<file path="config.mk">
export PLATFORM = sky130hd
export DESIGN_NAME = sin_lut_sequencer
export DESIGN_NICKNAME = d
export VERILOG_FILES = /design/src/rtl/sin_lut_sequencer.sv
export SDC_FILE = /design/constraint.sdc
export NUM_CORES = 1
export LEC_CHECK = 0
export ABC_AREA = 1
export CAP_MARGIN = 15
export CORE_MARGIN = 1
export CORE_UTILIZATION = 60
export CTS_CLUSTER_SIZE = 14
export DETAILED_ROUTE_END_ITERATION = 7
export GPL_TIMING_DRIVEN = 0
export PLACE_DENSITY_LB_ADDON = 0.08
export SLEW_MARGIN = 10
export SYNTH_ARGS = -nofsm -noshare
export SYNTH_HDL_FRONTEND = slang
export SYNTH_SLANG_ARGS = --single-unit
</file>
<file path="constraint.sdc">
create_clock -name clkin -period 4 [get_ports clkin]
set_input_delay 0.6 -clock clkin [delete_from_list [all_inputs] [get_ports clkin]]
set_output_delay 0.6 -clock clkin [all_outputs]
set_load 0.01 [all_outputs]
</file>
<file path="src/rtl/sin_lut_sequencer.sv">
// Phase-accumulator sequencer for the sine LUT: addresses the synchronous-read table and
// frames returned samples into lines/frames with hsync/vsync, start/stop and programmable frequency.
module sin_lut_sequencer #(
    parameter int ADDR_W  = 4,
    parameter int DATA_W  = 12,
    parameter int PHASE_W = 16,
    parameter int SAMPLES = 16,
    parameter int LINES   = 4,
    parameter int H_BLANK = 2,
    parameter int V_BLANK = 4
) (
    input  logic               clkin,
    input  logic               rstn,
    input  logic               start,
    input  logic               stop,
    input  logic [PHASE_W-1:0] freq_word,
    input  logic               freq_load,
    output logic [ADDR_W-1:0]  lut_addr,
    input  logic [DATA_W-1:0]  lut_data,
    output logic [DATA_W-1:0]  sample,
    output logic               sample_valid,
    output logic               hsync,
    output logic               vsync,
    output logic               busy,
    output logic               frame_done
);

    localparam int SW        = $clog2(SAMPLES + 1);
    localparam int LW        = $clog2(LINES + 1);
    localparam int BLANK_MAX = (H_BLANK > V_BLANK) ? H_BLANK : V_BLANK;
    localparam int BW        = $clog2(BLANK_MAX + 1);

    localparam logic [SW-1:0] SAMP_LAST  = SW'(SAMPLES - 1);
    localparam logic [LW-1:0] LINE_LAST  = LW'(LINES - 1);
    localparam logic [BW-1:0] HB_LAST    = BW'(H_BLANK - 1);
    localparam logic [BW-1:0] VB_LAST    = BW'(V_BLANK - 1);
    localparam logic [BW-1:0] VB_PRELAST = BW'(V_BLANK - 2);

    typedef enum logic [1:0] {
        S_IDLE,
        S_ACTIVE,
        S_HBLANK,
        S_VBLANK
    } state_t;

    state_t             state_reg;
    logic [PHASE_W-1:0] phase_reg;
    logic [PHASE_W-1:0] freq_shadow_reg;
    logic [PHASE_W-1:0] freq_active_reg;
    logic               stop_pend_reg;
    logic [SW-1:0]      samp_cnt_reg;
    logic [LW-1:0]      line_cnt_reg;
    logic [BW-1:0]      blank_cnt_reg;

    logic               p1_valid_reg;
    logic               p1_vsync_reg;

    logic [PHASE_W-1:0] freq_next;
    logic               raw_active;
    logic               raw_vsync;

    // A load coinciding with a frame boundary must take effect immediately.
    assign freq_next  = freq_load ? freq_word : freq_shadow_reg;
    assign lut_addr   = phase_reg[PHASE_W-1 -: ADDR_W];
    assign raw_active = (state_reg == S_ACTIVE);
    assign raw_vsync  = !((state_reg == S_ACTIVE) ||
                          ((state_reg == S_HBLANK) && (line_cnt_reg != LINE_LAST)));

    always_ff @(negedge clkin or negedge rstn) begin
        if (!rstn) begin
            state_reg       <= S_IDLE;
            phase_reg       <= '0;
            freq_shadow_reg <= '0;
            freq_active_reg <= '0;
            stop_pend_reg   <= 1'b0;
            samp_cnt_reg    <= '0;
            line_cnt_reg    <= '0;
            blank_cnt_reg   <= '0;
            busy            <= 1'b0;
            frame_done      <= 1'b0;
        end else begin
            frame_done <= 1'b0;
            if (freq_load) begin
                freq_shadow_reg <= freq_word;
            end
            if (stop && (state_reg != S_IDLE)) begin
                stop_pend_reg <= 1'b1;
            end
            case (state_reg)
                S_IDLE: begin
                    if (start) begin
                        state_reg       <= S_ACTIVE;
                        busy            <= 1'b1;
                        phase_reg       <= '0;
                        freq_active_reg <= freq_next;
                        samp_cnt_reg    <= '0;
                        line_cnt_reg    <= '0;
                        stop_pend_reg   <= 1'b0;
                    end
                end
                S_ACTIVE: begin
                    phase_reg <= phase_reg + freq_active_reg;
                    if (samp_cnt_reg == SAMP_LAST) begin
                        samp_cnt_reg  <= '0;
                        blank_cnt_reg <= '0;
                        state_reg     <= S_HBLANK;
                    end else begin
                        samp_cnt_reg <= samp_cnt_reg + SW'(1);
                    end
                end
                S_HBLANK: begin
                    if (blank_cnt_reg == HB_LAST) begin
                        blank_cnt_reg <= '0;
                        if (line_cnt_reg == LINE_LAST) begin
                            state_reg <= S_VBLANK;
                        end else begin
                            line_cnt_reg <= line_cnt_reg + LW'(1);
                            state_reg    <= S_ACTIVE;
                        end
                    end else begin
                        blank_cnt_reg <= blank_cnt_reg + BW'(1);
                    end
                end
                S_VBLANK: begin
                    if (blank_cnt_reg == VB_LAST) begin
                        blank_cnt_reg <= '0;
                        // A stop arriving in the final cycle still ends this frame.
                        if (stop_pend_reg || stop) begin
                            state_reg     <= S_IDLE;
                            busy          <= 1'b0;
                            stop_pend_reg <= 1'b0;
                        end else begin
                            state_reg       <= S_ACTIVE;
                            phase_reg       <= '0;
                            freq_active_reg <= freq_next;
                            samp_cnt_reg    <= '0;
                            line_cnt_reg    <= '0;
                        end
                    end else begin
                        blank_cnt_reg <= blank_cnt_reg + BW'(1);
                        if (blank_cnt_reg == VB_PRELAST) begin
                            frame_done <= 1'b1;
                        end
                    end
                end
                default: begin
                    state_reg <= S_IDLE;
                    busy      <= 1'b0;
                end
            endcase
        end
    end

    // Framing travels through two stages so it lines up with the LUT read latency.
    always_ff @(negedge clkin or negedge rstn) begin
        if (!rstn) begin
            p1_valid_reg <= 1'b0;
            p1_vsync_reg <= 1'b1;
            sample_valid <= 1'b0;
            hsync        <= 1'b0;
            vsync        <= 1'b1;
            sample       <= '0;
        end else begin
            p1_valid_reg <= raw_active;
            p1_vsync_reg <= raw_vsync;
            sample_valid <= p1_valid_reg;
            hsync        <= p1_valid_reg;
            vsync        <= p1_vsync_reg;
            if (p1_valid_reg) begin
                sample <= lut_data;
            end
        end
    end

endmodule

</file>
# Word-level counts from Yosys, hierarchy flattened
# Index checks and enable logic that the tools add are counted.
[word_totals]
register_bits = 80
latch_bits = 0
mem_bits_rw = 0
mem_bits_ro = 0
input_bits = 33
output_inout_bits = 21
wordCells = 95
n_memories = 0
[op_classes]
add_sub_neg = 4
n_mul = 0
div_mod_pow = 0
n_lt_le_gt_ge = 0
n_eq_ne = 16
shift = 0
n_mux = 43
n_bitwise = 0
n_reduce_logical = 17
[op_table]
columns = ["op", "count"]
rows = [
  ["$mux 16", 7],
  ["$pmux 16 s3", 1],
  ["$pmux 16 s2", 1],
  ["$mux 3", 8],
  ["$mux 5", 4],
  ["$pmux 3 s3", 2],
  ["$add 16x16->16", 1],
  ["$reduce_and 4->1", 4],
  ["$pmux 5 s3", 1],
  ["$mux 1", 11],
  ["$mux 2", 5],
  ["$ne 2x2->1 const B", 5],
  ["$eq 3x2->1 const B", 3],
  ["$reduce_bool 3->1", 3],
  ["$pmux 2 s4", 1],
  ["$add 3x1->3 const B", 2],
  ["$reduce_and 6->1", 1],
  ["$add 5x1->5 const B", 1],
  ["$eq 5x4->1 const B", 1],
  ["$eq 2x2->1 const B", 2],
  ["$ne 2x1->1 const B", 2],
  ["$pmux 1 s2", 2],
  ["$reduce_bool 2->1", 2],
  ["$eq 3x1->1 const B", 1],
  ["7 further kinds", 9],
]

# Depth between registers and ports, before layout
# Gate-level depths: netlist (run 1).
[depth]
ltp_word = 6
ltp_mapped = 13
depth_no_buf = 12

==> flow_summary_export.csv, run 1 <==
group,metric,value,unit
run_status,status,"finished, final reports clean",
drt,ant_nets,0,
pwr,switchingPower,1.539,mW
setup_path,path_buf_inv,3,
clocking,clock_path_buffers,2,
clocking,clock_sinks,80,
placement,detailed_place.area,4959,sq um
die,num_rows,30,
synthesis,syn_area,4293,sq um
placement,detailedPlace.worstSlack,-0.2942,ns
cells_and_area,stdcell_area,5177,sq um
setup_path,crit_family,"buffers and inverters",
setup_path,worstPathMaxFanout,10,
synthesis,yosysTopAreaCell,"dfrtn_1",
job,cap_violations,0,
clocking,cts_htree_levels,3,
global_route,grt-ovfl-total,0,
die,start_util,62.50,%
synthesis,synth-seq-area-share,46.69,%
synthesis,yosys-top-cells-count,"122 x nand2_1, 78 x dfrtn_1, 61 x inv_1",
synthesis,yosysWarnings,0,
setup_path,critPathLaunch,"stop",
synthesis,synth.most_common_cell,"nand2_1",
drt,vias,3193,
sta,skew,0.04622,ns
pwr,p_comb_share,52.3,%
placement,place_inst,602,
clocking,cts_buffers,9,
die,core_area,6869,sq um
die,die_w,86.59,um
pwr,p_sw_share,39.53,%
global_route,grt_usage,25.00,%
synthesis,yosysTopAreaCellShare,45.47,%
setup_path,crit_slowest_cell,"clkdlybuf4s50_1",
synthesis,synth_edf_count,0,
placement,place.gp.congestion,0.8545,
drt,dr.pass1.iters,4,
setup_path,cp.arrival,2.10,ns
drt,via_per_inst,5.133,
synthesis,ys_seq_elements,80,
cells_and_area,drive_gt1_share,17.11,%
die,boundaryPins,54,
cells_and_area,fillers,489,
sta,setup_violations,0,
cells_and_area,n_antenna_cell,0,
drt,wl_per_cell,13.00,um
sta,slew_viol_final,0,
setup_path,crit_chain,"clkdlybuf4s50_1 > nor2_2 > inv_1 > nand2_1 > nand2_4 > nor2_8 > buf_12 > mux2_4",
cells_and_area,finalNonFillerCells,622,
setup_path,r2r_start,"state_reg[1]",
global_route,grt_max_degree,57,
setup_path,worstPathRequired,2.18,ns
die,die_area,7497,sq um
clocking,hold_buffers,0,
sta,postLayoutSetupSlackWorst,0.07603,ns
clocking,cts_tree,"built",
sta,rsz0062_at_grt,"false",
synthesis,syn_inst,453,
placement,portBuffers,52,
pwr,p_int,2.354,mW
pwr,power_per_cell_area,751.8,nW/um^2
pwr,seqPwrFrac,32.9,%
die,die_h,86.59,um
synthesis,avgSynthCellArea,9.477,sq um
pwr,peakVddDrop,0.4856,mV
drt,dr.first_iter.drc_count,149,
synthesis,async_flop_share,100.0,%
clocking,clk_latency,0.38,ns
synthesis,syn-num-nets,515,
synthesis,synthDistinctLibCells,35,
sta,whs,0.3558,ns
clocking,root_buffer,"clkbuf_8",
setup_path,critPathLaunchType,"input pin",
placement,dp_hpwl,6.043,mm
sta,worstMarginPinSlew,0.3594,ns
min_path,worstHoldPathType,"reg -> reg",
cells_and_area,nets,583,
global_route,grt_pass1_wl,14.37,mm
cells_and_area,syn_to_final_growth,20.61,%
pwr,power.leakage,2.638,nW
clocking,clkTransAtPathRegs,0.05,ns
min_path,hold_path.startpoint,"p1_vsync_reg",
sta,hold_violations,0,
global_route,antenna_found_initial,0,
cells_and_area,utilization,75.37,%
synthesis,yosys-top-cells-area,"dfrtn_1 45%, nand2_1 11%, mux2_2 9.2%",
pwr,p_clk_share,14.8,%
global_route,grt_pass1_vias,3214,
synthesis,ys.flop_type,"dfrtn_1",
drt,totalWireLength,8.087,mm
sta,slew_headroom,75.95,%
drt,drc,0,
setup_path,critPathMaxStageDelay,0.43,ns
setup_path,endpoint_kind,"register",
setup_path,crit_type,"in -> reg",
[through the flow]
stage               total power, mW  TNS (ns)
floorplan                     2.770         0
global placement              3.260   -181.73
detailed placement            3.334    -6.227
CTS                           3.928         0
global route                  4.223         0
finish                        3.893         0
[cell usage in the layout, fill, tap and decap left out, drive strengths merged, types with 2 or more instances in the layout]
cell	netlist	layout
a21oi	14	14
buf	11	16
clkbuf	0	10
clkdlybuf4s50	0	45
clkinv	0	2
clkinvlp	0	2
dfrtn	78	78
dfstp	2	2
dlygate4sd2	0	3
dlymetal6s2s	0	3
ha	28	28
inv	63	65
mux2	43	43
nand2	128	128
nand3	23	23
nand3b	2	2
nand4	3	3
nor2	22	22
nor3	3	3
o21ai	16	16
o22ai	5	5
xor2	4	4
[path summary, 6_finish.rpt]
path,to,slack (ns),depth (start not counted)
hold reg to reg,vsync,0.36,0
hold / removal,vsync,0.36,0
setup reg to reg,freq_active_reg[6],2.01,9
min in group asynchronous,sample[5],2.04,1
max in group asynchronous,p1_vsync_reg,1.25,2
setup / recovery,freq_active_reg[6],0.08,8
[area by class of cell]
| cell class | instances | area [sq um] | share of cell area (%) |
|---|---|---|---|
| Buffer | 11 | 91.34 | 1.764 |
| Sequential cell | 80 | 2004 | 38.71 |
| Clock buffer | 10 | 127.6 | 2.465 |
| Clock inverter | 8 | 66.31 | 1.281 |
| Timing Repair Buffer | 56 | 571.8 | 11.04 |
| Inverter | 62 | 237.7 | 4.592 |
| Multi-Input combinational cell | 299 | 1958 | 37.82 |
| Tap cell | 96 | 120.1 | 2.320 |
[per-layer routing]
metal	up-vias	wire [um]	global-route usage (%)
met5	-	0	0
met4	0	128	8.788
met3	12	381	5.810
met2	69	3828	40.40
met1	1525	3749	33.29
li1	1587	-	-
[worst reg2reg max path: stages (launching register included)]
cell     delay (ns)
dfrtn_1        0.48
inv_1          0.12
ha_1           0.23
nand2_1        0.12
nand2_4        0.08
inv_4          0.07
nand2_4        0.08
nor2_8         0.17
buf_12         0.17
mux2_4         0.30
[power by group through the flow]
stage | Clock [mW] | Combinational, mW | Sequential (mW)
4_1_cts | 0.594 | 2.05 | 1.28
5_1_grt | 0.629 | 2.28 | 1.32
3_3_place_gp | 0.00470 | 1.98 | 1.27
2_1_floorplan | 0.00470 | 1.48 | 1.29
6_report | 0.577 | 2.04 | 1.28
3_5_place_dp | 0.00470 | 2.04 | 1.29
[logic make-up after synthesis]
kind of cell	share of synthesized area (%)
buffers and inverters	7.753
XOR/XNOR	1.020
AND/OR/NAND/NOR	18.54
flip-flops	46.69
adder cells (fa/ha/maj)	8.627
multiplexers	12.21
AO/OA/AOI/OAI	5.159
[timing repair]
item,4_1_cts,5_1_grt
gates resized for setup,3,4
gates cloned,0,0
setup buffers,3,0
endpoints found under the setup margin,5,11
hold endpoints to repair,0,0
(Power assumes the default switching activity.)
==> run 2, diff against run 1 <==
--- a/config.mk
+++ b/config.mk
@@ -8,11 +8,11 @@
 export ABC_AREA = 1
 export CAP_MARGIN = 15
 export CORE_MARGIN = 1
-export CORE_UTILIZATION = 60
-export CTS_CLUSTER_SIZE = 14
+export CORE_UTILIZATION = 55
 export DETAILED_ROUTE_END_ITERATION = 7
 export GPL_TIMING_DRIVEN = 0
 export PLACE_DENSITY_LB_ADDON = 0.08
+export SETUP_SLACK_MARGIN = 0.05
 export SLEW_MARGIN = 10
 export SYNTH_ARGS = -nofsm -noshare
 export SYNTH_HDL_FRONTEND = slang
==> run 2 against run 1 <==
Clock power up 26%. Die area is 8.9% higher. Highest routed layer unchanged. Critical path type unchanged. Largest cell class unchanged. Critical path depth stayed put.
==> flow_summary_export.csv, run 2 (synthesized netlist as in run 1, its figures left out) <==
group,metric,value,unit
clocking,cts_tree,"built",
drt,via_per_inst,5.084,
global_route,grt_pass1_wl,14.51,mm
die,boundaryPins,54,
sta,tns,0,ns
setup_path,r2r_start,"blank_cnt_reg[0]",
sta,worstMarginPinSlew,0.4513,ns
sta,slew_viol_final,0,
setup_path,reg2reg_to,"freq_active_reg[7]",
setup_path,cp.arrival,2.09,ns
pwr,power.leakage,2.651,nW
global_route,grt-ovfl-total,0,
placement,detailed_place.area,4962,sq um
setup_path,endpoint,"freq_active_reg[7]",
cells_and_area,drive_gt1_share,17.96,%
clocking,cts_buffers,9,
clocking,clkTransAtPathRegs,0.05,ns
die,core_area,7408,sq um
setup_path,worstPathMaxFanout,10,
drt,wl_per_cell,13.11,um
sta,skew,0.04771,ns
run_status,status,"finished, final reports clean",
cells_and_area,syn_to_final_growth,22.65,%
pwr,peakVddDrop,0.4049,mV
global_route,grt_usage,22.23,%
sta,postLayoutSetupSlackWorst,0.09299,ns
drt,dr.first_iter.drc_count,113,
cells_and_area,final_cell_mix,"121 x nand2_1, 78 x dfrtn_1, 62 x inv_1",
sta,whs,0.3497,ns
setup_path,endpoint_kind,"register",
setup_path,critPathLaunchType,"input pin",
sta,slew_headroom,69.91,%
job,cap_violations,0,
cells_and_area,n_antenna_cell,0,
placement,detailedPlace.worstSlack,-0.3255,ns
cells_and_area,finalNonFillerCells,628,
cells_and_area,final_common_cell,"nand2_1",
sta,hold_violations,0,
setup_path,crit_type,"in -> reg",
clocking,clock_sinks,80,
global_route,grt_pass1_vias,3249,
placement,place.gp.congestion,0.9024,
die,die_w,90.35,um
clocking,clk_latency,0.38,ns
cells_and_area,nets,586,
global_route,grt_max_degree,48,
clocking,cts_htree_levels,3,
cells_and_area,utilization,71.07,%
pwr,total_power,4.118,mW
placement,dp_hpwl,6.082,mm
cells_and_area,stdcell_area,5265,sq um
min_path,worstHoldPathType,"reg -> reg",
clocking,hold_buffers,0,
pwr,power_per_cell_area,782.1,nW/um^2
clocking,root_buffer,"clkbuf_8",
die,start_util,57.95,%
sta,setup_violations,0,
die,die_area,8162,sq um
setup_path,worstPathRequired,2.18,ns
drt,vias,3193,
placement,place_inst,605,
drt,ant_nets,0,
setup_path,r2r_cells,10,
sta,rsz0062_at_grt,"false",
drt,totalWireLength,8.230,mm
setup_path,regToRegSetupSlack,2.04,ns
setup_path,critPathLaunch,"stop",
global_route,antenna_found_initial,0,
die,die_h,90.35,um
drt,dr.pass1.iters,4,
clocking,clock_path_buffers,2,
drt,drc,0,
die,num_rows,31,
placement,portBuffers,52,
-- run 2: how the worst min path moves through the flow --
stage / startpoint / endpoint / slack, ns / depth (start not counted)
global placement: p1_vsync_reg / vsync / 0.35 / 0
finish: p1_vsync_reg / vsync / 0.35 / 0
CTS: p1_vsync_reg / vsync / 0.35 / 0
detailed placement: p1_vsync_reg / vsync / 0.35 / 0
floorplan: p1_vsync_reg / vsync / 0.35 / 0
global route: p1_vsync_reg / vsync / 0.35 / 0
-- run 2: worst max-delay path: stages --
cell             delay, ns
clkdlybuf4s50_1       0.43
nor2_2                0.15
inv_1                 0.09
nand2_2               0.09
nand2_4               0.09
nor2_8                0.16
buf_12                0.16
mux2_4                0.30
-- run 2: area by class of cell --
cell class / count / area (sq um)
Inverter: 62 / 237.7
Tap cell: 99 / 123.9
Multi-Input combinational cell: 299 / 1961
Fill cell: 557 / 2143
Sequential cell: 80 / 2004
Buffer: 11 / 91.34
Clock inverter: 7 / 111.4
Clock buffer: 11 / 141.4
Timing Repair Buffer: 59 / 594.3
-- run 2: routing by layer --
metal  global-route usage (%)  routed length, um  up-vias
met5                        0                  0        -
met4                    5.780                129        0
met3                    5.808                393       12
met2                    36.32               3789       66
met1                    29.43               3918     1516
li1                         -                  -     1599
-- run 2: report_power, final --
group,switching (mW),total (mW),internal [mW]
clock,0.291,0.726,0.434
combinational,1.12,2.12,1.00
sequential,0.158,1.27,1.12
total,1.57,4.12,2.55
-- run 2: what timing repair did --
| item | CTS | global route |
|---|---|---|
| setup buffers | 6 | 0 |
| endpoints found under the setup margin | 14 | 15 |
| resized for setup | 6 | 2 |
| pin swaps | 1 | 0 |
==> run 3, diff against run 2 <==
--- a/config.mk
+++ b/config.mk
@@ -11,6 +11,7 @@
 export CORE_UTILIZATION = 55
 export DETAILED_ROUTE_END_ITERATION = 7
 export GPL_TIMING_DRIVEN = 0
+export MAX_ROUTING_LAYER = met4
 export PLACE_DENSITY_LB_ADDON = 0.08
 export SETUP_SLACK_MARGIN = 0.05
 export SLEW_MARGIN = 10
==> run 3 against run 2 <==
Cell count unchanged. Largest power group unchanged. Worst hold slack improved by 0.0072 ns. Critical endpoint is now sample[5]. Critical path type is now reg -> out. Worst setup slack improved by 0.0035 ns. Sequential cell count unchanged.
==> flow_summary_export.csv, run 3 (synthesized netlist as in run 1, its figures left out) <==
group,metric,value,unit
cells_and_area,n_antenna_cell,0,
pwr,power.leakage,2.635,nW
setup_path,critPathLaunchType,"register",
placement,dp_hpwl,6.175,mm
setup_path,r2r_start,"blank_cnt_reg[0]",
die,core_area,7408,sq um
sta,worstMarginPinSlew,0.4085,ns
drt,vias,3114,
pwr,switchingPower,1.566,mW
setup_path,crit_slowest_cell,"clkdlybuf4s50_1",
pwr,p_sw_share,39.37,%
cells_and_area,nets,586,
drt,drc,0,
clocking,root_buffer,"clkbuf_8",
setup_path,crit_chain,"clkdlybuf4s50_1",
clocking,cts_buffers,9,
setup_path,worstPathMaxFanout,2,
pwr,peakVddDrop,0.3838,mV
setup_path,crit_type,"reg -> out",
drt,dr.first_iter.drc_count,104,
cells_and_area,final_cell_mix,"121 x nand2_1, 78 x dfrtn_1, 63 x inv_1",
drt,via_per_inst,4.959,
setup_path,cp.arrival,3.30,ns
cells_and_area,syn_to_final_growth,21.36,%
setup_path,critPathMaxStageDelay,0.55,ns
min_path,worstHoldPathType,"reg -> reg",
die,die_h,90.35,um
sta,rsz0062_at_grt,"false",
pwr,seqPwrFrac,32.1,%
die,boundaryPins,54,
global_route,grt_max_degree,54,
clocking,clk_latency,0.39,ns
clocking,clock_path_buffers,2,
sta,skew,0.05660,ns
drt,dr.pass1.iters,4,
placement,place.gp.congestion,0.8549,
clocking,cts_tree,"built",
die,start_util,57.95,%
global_route,grt-ovfl-total,0,
setup_path,path_buf_inv,1,
die,num_rows,31,
cells_and_area,final_common_cell,"nand2_1",
pwr,power_per_cell_area,763.3,nW/um^2
sta,slew_viol_final,0,
global_route,grt_pass1_vias,3150,
drt,ant_nets,0,
setup_path,critPathLaunch,"sample[5]",
pwr,total_power,3.977,mW
global_route,grt_pass1_wl,14.43,mm
sta,setup_violations,0,
die,die_area,8162,sq um
drt,totalWireLength,8.284,mm
global_route,antenna_found_initial,0,
run_status,status,"finished, final reports clean",
clocking,clock_sinks,80,
min_path,hold_path.startpoint,"p1_vsync_reg",
clocking,cts_htree_levels,3,
placement,portBuffers,52,
cells_and_area,fillers,597,
setup_path,worstPathRequired,3.40,ns
drt,wl_per_cell,13.19,um
cells_and_area,utilization,70.33,%
sta,hold_violations,0,
die,die_w,90.35,um
global_route,grt_usage,22.74,%
clocking,clkTransAtPathRegs,0.05,ns
pwr,p_clk_share,14.4,%
pwr,p_comb_share,53.5,%
setup_path,endpoint_kind,"output pin",
sta,slew_headroom,72.67,%
pwr,p_int,2.411,mW
setup_path,crit_family,"buffers and inverters",
cells_and_area,drive_gt1_share,17.58,%
job,cap_violations,0,
==> run 3: stage by stage <==
step	worst slack [ns]	instance area [sq um]	hold WS, ns	setup TNS, ns	instances
final	0.09651	5210	0.3569	0	628
after floorplan	0.2831	4293	0.3452	0	453
after CTS	0.07468	5165	0.3558	0	624
after global routing	0.04977	5210	0.3641	0	628
after global placement	-2.279	4937	0.3480	-185.45	604
after detailed placement	-0.2747	4962	0.3472	-4.779	605
==> run 3: area by class of cell <==
cell class / count / area [sq um] / share of cell area (%)
tap: 99 / 123.9 / 2.378
inverter: 62 / 237.7 / 4.563
buffer: 11 / 91.34 / 1.753
clock buffer: 11 / 162.7 / 3.122
clock inverter: 7 / 36.28 / 0.6964
sequential: 80 / 2004 / 38.47
timing repair buffer: 59 / 595.6 / 11.43
multi-input combinational: 299 / 1958 / 37.58
==> run 3: path summary, 6_finish.rpt <==
check	slack (ns)	endpoint	cells after the start
setup / recovery	0.1	sample[5]	1
hold / removal	0.36	vsync	0
setup reg to reg	2.00	freq_active_reg[3]	10
hold reg to reg	0.36	vsync	0
max in group asynchronous	1.24	vsync	2
min in group asynchronous	2.06	sample[6]	1
==> run 3: what timing repair did <==
| item | in CTS | in global routing |
|---|---|---|
| gates resized for setup | 6 | 1 |
| hold buffers | 0 | 0 |
| pin swaps | 0 | 1 |
| endpoints found under the setup margin | 6 | 8 |
| buffers inserted | 2 | 4 |
==> run 3: power by group through the flow <==
stage / sequential (mW) / combinational (mW) / clock (mW)
after floorplan: 1.29 / 1.48 / 0.00470
after global placement: 1.27 / 1.99 / 0.00470
after detailed placement: 1.29 / 2.05 / 0.00470
after CTS: 1.28 / 2.05 / 0.586
after global routing: 1.31 / 2.36 / 0.625
final: 1.28 / 2.13 / 0.573
==> run 3: metal layers <==
layer  up-vias  part of all wire, %  GRT usage [%]
met5         -                    0              -
met4         0                 0.51          7.661
met3         4                  3.0          3.114
met2        49                   47          36.39
met1      1460                   50          29.97
li1       1601                    -              -
==> run 3: worst register-to-register path: cells and delay by family, from the launching register on <==
| family | cells | cell delay [ns] |
|---|---|---|
| buffers and inverters | 3 | 0.27 |
| multiplexers | 1 | 0.31 |
| adder cells (fa/ha/maj) | 2 | 0.35 |
| flip-flops | 1 | 0.46 |
| AND/OR/NAND/NOR | 4 | 0.44 |
